<file path="src/rtl/ddr_rd_arbiter_2to1.sv">
// Two-requester arbiter for a shared 512-bit AXI read master: whole-burst grants,
// one transaction outstanding, read beats steered back to the owner.
//
//   state | meaning
//   IDLE  | no transaction; pick a winner and accept its AR
//   ADDR  | presenting the latched AR on the master port until m_arready
//   DATA  | forwarding R beats to grant_id; closes on the beat count == len_q
module ddr_rd_arbiter_2to1 #(
  parameter int ADDR_W     = 32,
  parameter int DATA_W     = 512,
  parameter bit FIXED_PRIO = 1'b0
) (
  input  logic              clk,
  input  logic              rst_n,

  input  logic [ADDR_W-1:0] s0_araddr,
  input  logic [7:0]        s0_arlen,
  input  logic [2:0]        s0_arsize,
  input  logic [1:0]        s0_arburst,
  input  logic              s0_arvalid,
  output logic              s0_arready,
  output logic [DATA_W-1:0] s0_rdata,
  output logic              s0_rvalid,
  input  logic              s0_rready,

  input  logic [ADDR_W-1:0] s1_araddr,
  input  logic [7:0]        s1_arlen,
  input  logic [2:0]        s1_arsize,
  input  logic [1:0]        s1_arburst,
  input  logic              s1_arvalid,
  output logic              s1_arready,
  output logic [DATA_W-1:0] s1_rdata,
  output logic              s1_rvalid,
  input  logic              s1_rready,

  output logic [ADDR_W-1:0] m_araddr,
  output logic [7:0]        m_arlen,
  output logic [2:0]        m_arsize,
  output logic [1:0]        m_arburst,
  output logic              m_arvalid,
  input  logic              m_arready,
  input  logic [DATA_W-1:0] m_rdata,
  input  logic              m_rvalid,
  output logic              m_rready,

  output logic              busy,
  output logic              grant_id,
  output logic              stray_err
);

  typedef enum logic [1:0] {
    IDLE = 2'd0,
    ADDR = 2'd1,
    DATA = 2'd2
  } state_t;

  state_t            state_q, state_d;
  logic [ADDR_W-1:0] m_araddr_q, m_araddr_d;
  logic [7:0]        m_arlen_q, m_arlen_d;
  logic [2:0]        m_arsize_q, m_arsize_d;
  logic [1:0]        m_arburst_q, m_arburst_d;
  logic              m_arvalid_q, m_arvalid_d;
  logic              grant_id_q, grant_id_d;
  logic              stray_err_q, stray_err_d;
  logic              last_q, last_d;
  logic [7:0]        len_q, len_d;
  logic [7:0]        beat_cnt_q, beat_cnt_d;

  logic in_idle;
  logic in_data;
  logic win_id;
  logic ar_fire;
  logic beat_fire;
  logic final_beat;

  assign in_idle = (state_q == IDLE);
  assign in_data = (state_q == DATA);

  // Contention goes to slot 0 in fixed mode, otherwise to whoever did not own the last burst.
  always_comb begin
    win_id = s1_arvalid;
    if (s0_arvalid && s1_arvalid) begin
      win_id = FIXED_PRIO ? 1'b0 : ~last_q;
    end
  end

  assign s0_arready = in_idle & s0_arvalid & ~win_id;
  assign s1_arready = in_idle & s1_arvalid &  win_id;
  assign ar_fire    = s0_arready | s1_arready;

  assign s0_rdata  = m_rdata;
  assign s1_rdata  = m_rdata;
  assign s0_rvalid = in_data & m_rvalid & ~grant_id_q;
  assign s1_rvalid = in_data & m_rvalid &  grant_id_q;
  assign m_rready  = in_data & (grant_id_q ? s1_rready : s0_rready);

  assign beat_fire  = m_rvalid & m_rready;
  assign final_beat = beat_fire & (beat_cnt_q == len_q);

  always_comb begin
    state_d     = state_q;
    m_araddr_d  = m_araddr_q;
    m_arlen_d   = m_arlen_q;
    m_arsize_d  = m_arsize_q;
    m_arburst_d = m_arburst_q;
    m_arvalid_d = m_arvalid_q;
    grant_id_d  = grant_id_q;
    last_d      = last_q;
    len_d       = len_q;
    beat_cnt_d  = beat_cnt_q;
    // Any beat outside DATA has no owner; it is dropped and flagged until reset.
    stray_err_d = stray_err_q | (m_rvalid & ~in_data);

    unique case (state_q)
      IDLE: begin
        if (ar_fire) begin
          m_araddr_d  = win_id ? s1_araddr  : s0_araddr;
          m_arlen_d   = win_id ? s1_arlen   : s0_arlen;
          m_arsize_d  = win_id ? s1_arsize  : s0_arsize;
          m_arburst_d = win_id ? s1_arburst : s0_arburst;
          len_d       = win_id ? s1_arlen   : s0_arlen;
          m_arvalid_d = 1'b1;
          grant_id_d  = win_id;
          beat_cnt_d  = 8'd0;
          state_d     = ADDR;
        end
      end
      ADDR: begin
        if (m_arready) begin
          m_arvalid_d = 1'b0;
          state_d     = DATA;
        end
      end
      DATA: begin
        if (beat_fire) begin
          beat_cnt_d = beat_cnt_q + 8'd1;
          if (final_beat) begin
            last_d  = grant_id_q;
            state_d = IDLE;
          end
        end
      end
      default: begin
        state_d = IDLE;
      end
    endcase
  end

  always_ff @(posedge clk or negedge rst_n) begin
    if (!rst_n) begin
      state_q     <= IDLE;
      m_araddr_q  <= '0;
      m_arlen_q   <= 8'd0;
      m_arsize_q  <= 3'd0;
      m_arburst_q <= 2'd0;
      m_arvalid_q <= 1'b0;
      grant_id_q  <= 1'b0;
      stray_err_q <= 1'b0;
      last_q      <= 1'b1;
      len_q       <= 8'd0;
      beat_cnt_q  <= 8'd0;
    end else begin
      state_q     <= state_d;
      m_araddr_q  <= m_araddr_d;
      m_arlen_q   <= m_arlen_d;
      m_arsize_q  <= m_arsize_d;
      m_arburst_q <= m_arburst_d;
      m_arvalid_q <= m_arvalid_d;
      grant_id_q  <= grant_id_d;
      stray_err_q <= stray_err_d;
      last_q      <= last_d;
      len_q       <= len_d;
      beat_cnt_q  <= beat_cnt_d;
    end
  end

  assign m_araddr  = m_araddr_q;
  assign m_arlen   = m_arlen_q;
  assign m_arsize  = m_arsize_q;
  assign m_arburst = m_arburst_q;
  assign m_arvalid = m_arvalid_q;
  assign grant_id  = grant_id_q;
  assign stray_err = stray_err_q;
  assign busy      = ~in_idle;

endmodule
</file>
<file path="config.mk">
export PLATFORM = sky130hd
export DESIGN_NAME = ddr_rd_arbiter_2to1
export DESIGN_NICKNAME = d
export VERILOG_FILES = /design/src/rtl/ddr_rd_arbiter_2to1.sv
export SDC_FILE = /design/constraint.sdc
export NUM_CORES = 1
export LEC_CHECK = 0
export CAP_MARGIN = 10
export CORE_AREA = 2 2 661 663
export DETAILED_ROUTE_END_ITERATION = 7
export DIE_AREA = 0 0 663 665
export HOLD_SLACK_MARGIN = 0.05
export PLACE_DENSITY_LB_ADDON = 0.08
export SLEW_MARGIN = 5
export SYNTH_ARGS = -nofsm -noshare
export SYNTH_HDL_FRONTEND = slang
export SYNTH_SLANG_ARGS = --single-unit
</file>
<file path="constraint.sdc">
create_clock -name clk -period 2 [get_ports clk]
set_clock_uncertainty 0.2 [all_clocks]
set_input_delay 0.4 -clock clk [delete_from_list [all_inputs] [get_ports clk]]
set_output_delay 0.4 -clock clk [all_outputs]
set_load 0.01 [all_outputs]
</file>
==> impl_metrics.json <==
{
  "status": "finished, violations left",
  "violations": "negative setup slack",
  "whs_ps": 239,
  "dr.pass1.iters": 4,
  "post-route-period-util_pct": 112,
  "cp_common_cell": "buf_4",
  "start_util_pct": 2.43,
  "die_y_um": 665,
  "avgRoutedWirePerCell_um": 30.2,
  "final_area_sq_mm": 0.0124,
  "cp_max_fo": 3,
  "crit_path_top_delay_cell": "dfrtp_1",
  "worstPathCellList": "buf_4 > buf_4 > and3b_2 > and2_4 > buf_12",
  "grt_max_degree": 35,
  "setup-violations-final": 9,
  "final_util_pct": 2.87,
  "drv_slew": 0,
  "max-vdd-ir-drop_uv": 442,
  "worstMarginPinSlew_ps": 444,
  "drc": 0,
  "clk_latency_ps": 430,
  "syn_area_sq_mm": 0.0105,
  "grt.total_usage_pct": 8.19,
  "ys_top_cells_by_area": "buf_4 (73%), dfrtp_1 (14%), mux2i_1 (4.4%)",
  "period_needed_ps": 2230,
  "num_vias": 4975,
  "grt_pass1_vias": 5224,
  "reg2reg_from": "state_q[0]",
  "relSlewSlack_pct": 70.4,
  "rsz0062_at_grt": "true",
  "viasPerCell": 0.800,
  "crit_path_start_kind": "flip-flop",
  "antenna_found_initial": 9,
  "drive_above_1_share_pct": 22.5,
  "synthesis.nets": 1912,
  "required_ps": 1400,
  "cts_sinks": 59,
  "critPathCaptureType": "output port",
  "htree_num_levels": 3,
  "synth_seq_cells": 59,
  "drv_cap": 0,
  "total_power_mw": 8.28,
  "cts_root_buf": "clkbuf_16",
  "power_leakage_nw": 2.54,
  "area_growth_syn_to_layout_pct": 18.2,
  "yosys_warnings": 0,
  "drtIter0Drc": 210,
  "die_x_um": 663,
  "drt-total-wl_mm": 187,
  "clockBufferDepth": 2,
  "p_per_area_mw_per_mm2": 665,
  "antenna_left": 0,
  "io_pins": 1688,
  "critPathKind": "reg -> out",
  "gp_congestion": 0.590,
  "synth_cell_types": 32,
  "fp-row-count": 242,
  "hpwl_mm": 176,
  "max_stage_delay_ps": 410,
  "overflow": 0,
  "fin_cells": 6215,
  "fin_tns_setup_ps": -1210,
  "min_path_type": "in -> async",
  "yosysSeqAreaShare_pct": 14.0,
  "dp_cells": 6182,
  "fin_nets": 1086,
  "cts_made_buffers": 9,
  "synth_top_area_share_pct": 73.3,
  "cts_tree": "done",
  "coreArea_sq_mm": 0.433,
  "port_buffers": 151,
  "yosysTopAreaCell": "buf_4",
  "pre_cts_ws_ps": -960,
  "clk_pin_slew_ps": 120,
  "syn_avg_cell_area_sq_um": 8.09,
  "worst_slack_ps": -233,
  "dieArea_sq_mm": 0.441,
  "cp_data_arrival_time_ps": 1630,
  "place_area_sq_mm": 0.0119,
  "grt_pass1_wl_mm": 202,
  "fmax_mhz": 448,
  "critPathLaunch": "state_q[1]",
  "synthCells": 1301,
  "hold_violations": 0
}
==> cell usage in the layout, fill, tap and decap left out, types with 4 or more instances in the layout <==
cell type and instances:
nand4_1 4, o21ai_0 47, nand2_1 50, buf_6 7, dfrtp_1 51, nor2_1 8
dfrtp_2 7, xnor2_1 7, dlygate4sd2_1 44, clkbuf_16 9, nand3_1 5, clkdlybuf4s50_1 94
buf_4 40, xor2_1 5, mux2i_1 45, buf_12 13
==> where the power goes <==
| part | switching, mW | internal [mW] | total (mW) |
|---|---|---|---|
| combinational | 2.11 | 1.76 | 3.87 |
| sequential | 0.465 | 1.71 | 2.18 |
| clock | 1.20 | 1.03 | 2.23 |
==> cell type report <==
cell class / instances / area (sq um)
diodes: 1 / 2.50
clock buffers: 10 / 239
clock inverters: 6 / 70.1
fillers: 51500 / 421000
inverters: 1 / 3.75
multi-input cells: 201 / 1420
flip-flops and latches: 59 / 1490
well taps: 5734 / 7170
repair buffers: 203 / 2050
==> worst max-delay path, delay by kind of cell, from the launching register on <==
| family | cells | cell delay (ps) |
|---|---|---|
| simple gates | 2 | 380 |
| buf+inv | 3 | 400 |
| flops | 1 | 410 |
==> sequential cells by signal, indices dropped and copies added (netlist names) <==
signal      flops
m_araddr       32
beat_cnt_q      8
len_q           8
m_arsize        3
m_arburst       2
state_q         2
grant_id        1
last_q          1
m_arvalid       1
stray_err       1
==> synth_stat cells <==
master / n
a21boi_0: 1
a21o_2: 1
nand4_1: 4
a21o_1: 1
mux2_2: 1
or4_1: 1
mux2_4: 1
nand3_1: 5
o21ai_0: 49
nand3b_1: 2
dfrtp_1: 58
nand2_1: 51
and4_1: 1
nand2b_1: 2
clkbuf_1: 8
and2_1: 2
nor4b_1: 1
buf_4: 1028
a21oi_1: 1
mux2i_1: 46
dfstp_2: 1
ha_1: 1
xor2_1: 5
and3b_1: 1
and2_2: 1
nor2_1: 11
nor4_1: 2
buf_2: 4
o31ai_1: 1
nand2_4: 1
xnor2_1: 8
inv_1: 1
==> cell families after synthesis <==
| kind of cell | count (synthesis) | share of synthesized area [%] |
|---|---|---|
| adder cells (fa/ha/maj) | 1 | 0.119 |
| AO/OA/AOI/OAI | 54 | 2.67 |
| multiplexers | 48 | 4.62 |
| XOR/XNOR | 13 | 1.08 |
| AND/OR/NAND/NOR | 85 | 3.68 |
| buffers and inverters | 1041 | 73.8 |
| flip-flops | 59 | 14.0 |
==> timing repair <==
action                     CTS  global route
setup buffers                9             7
cloned                       0             0
pin swaps                    6             8
setup endpoints to repair   51            12
hold endpoints to repair    58             0
hold buffers                 2             0
resized for setup           83            14
==> per-layer routing <==
layer	vias up	GRT usage (%)	routed length, um
li1	1359	-	-
met1	1751	2.78	22300
met2	1596	13.6	88600
met3	257	14.1	68300
met4	12	3.02	7560
met5	-	1.05	659
==> worst paths after layout <==
kind	endpoint	slack, ps	cells after the start
setup / recovery	s1_rvalid	-230	5
hold / removal	m_araddr[29]	240	3
setup reg to reg	last_q	-170	9
hold reg to reg	stray_err	270	1
max in group asynchronous	m_araddr[31]	820	3
min in group clk	stray_err	270	1
(Power assumes the default switching activity.)
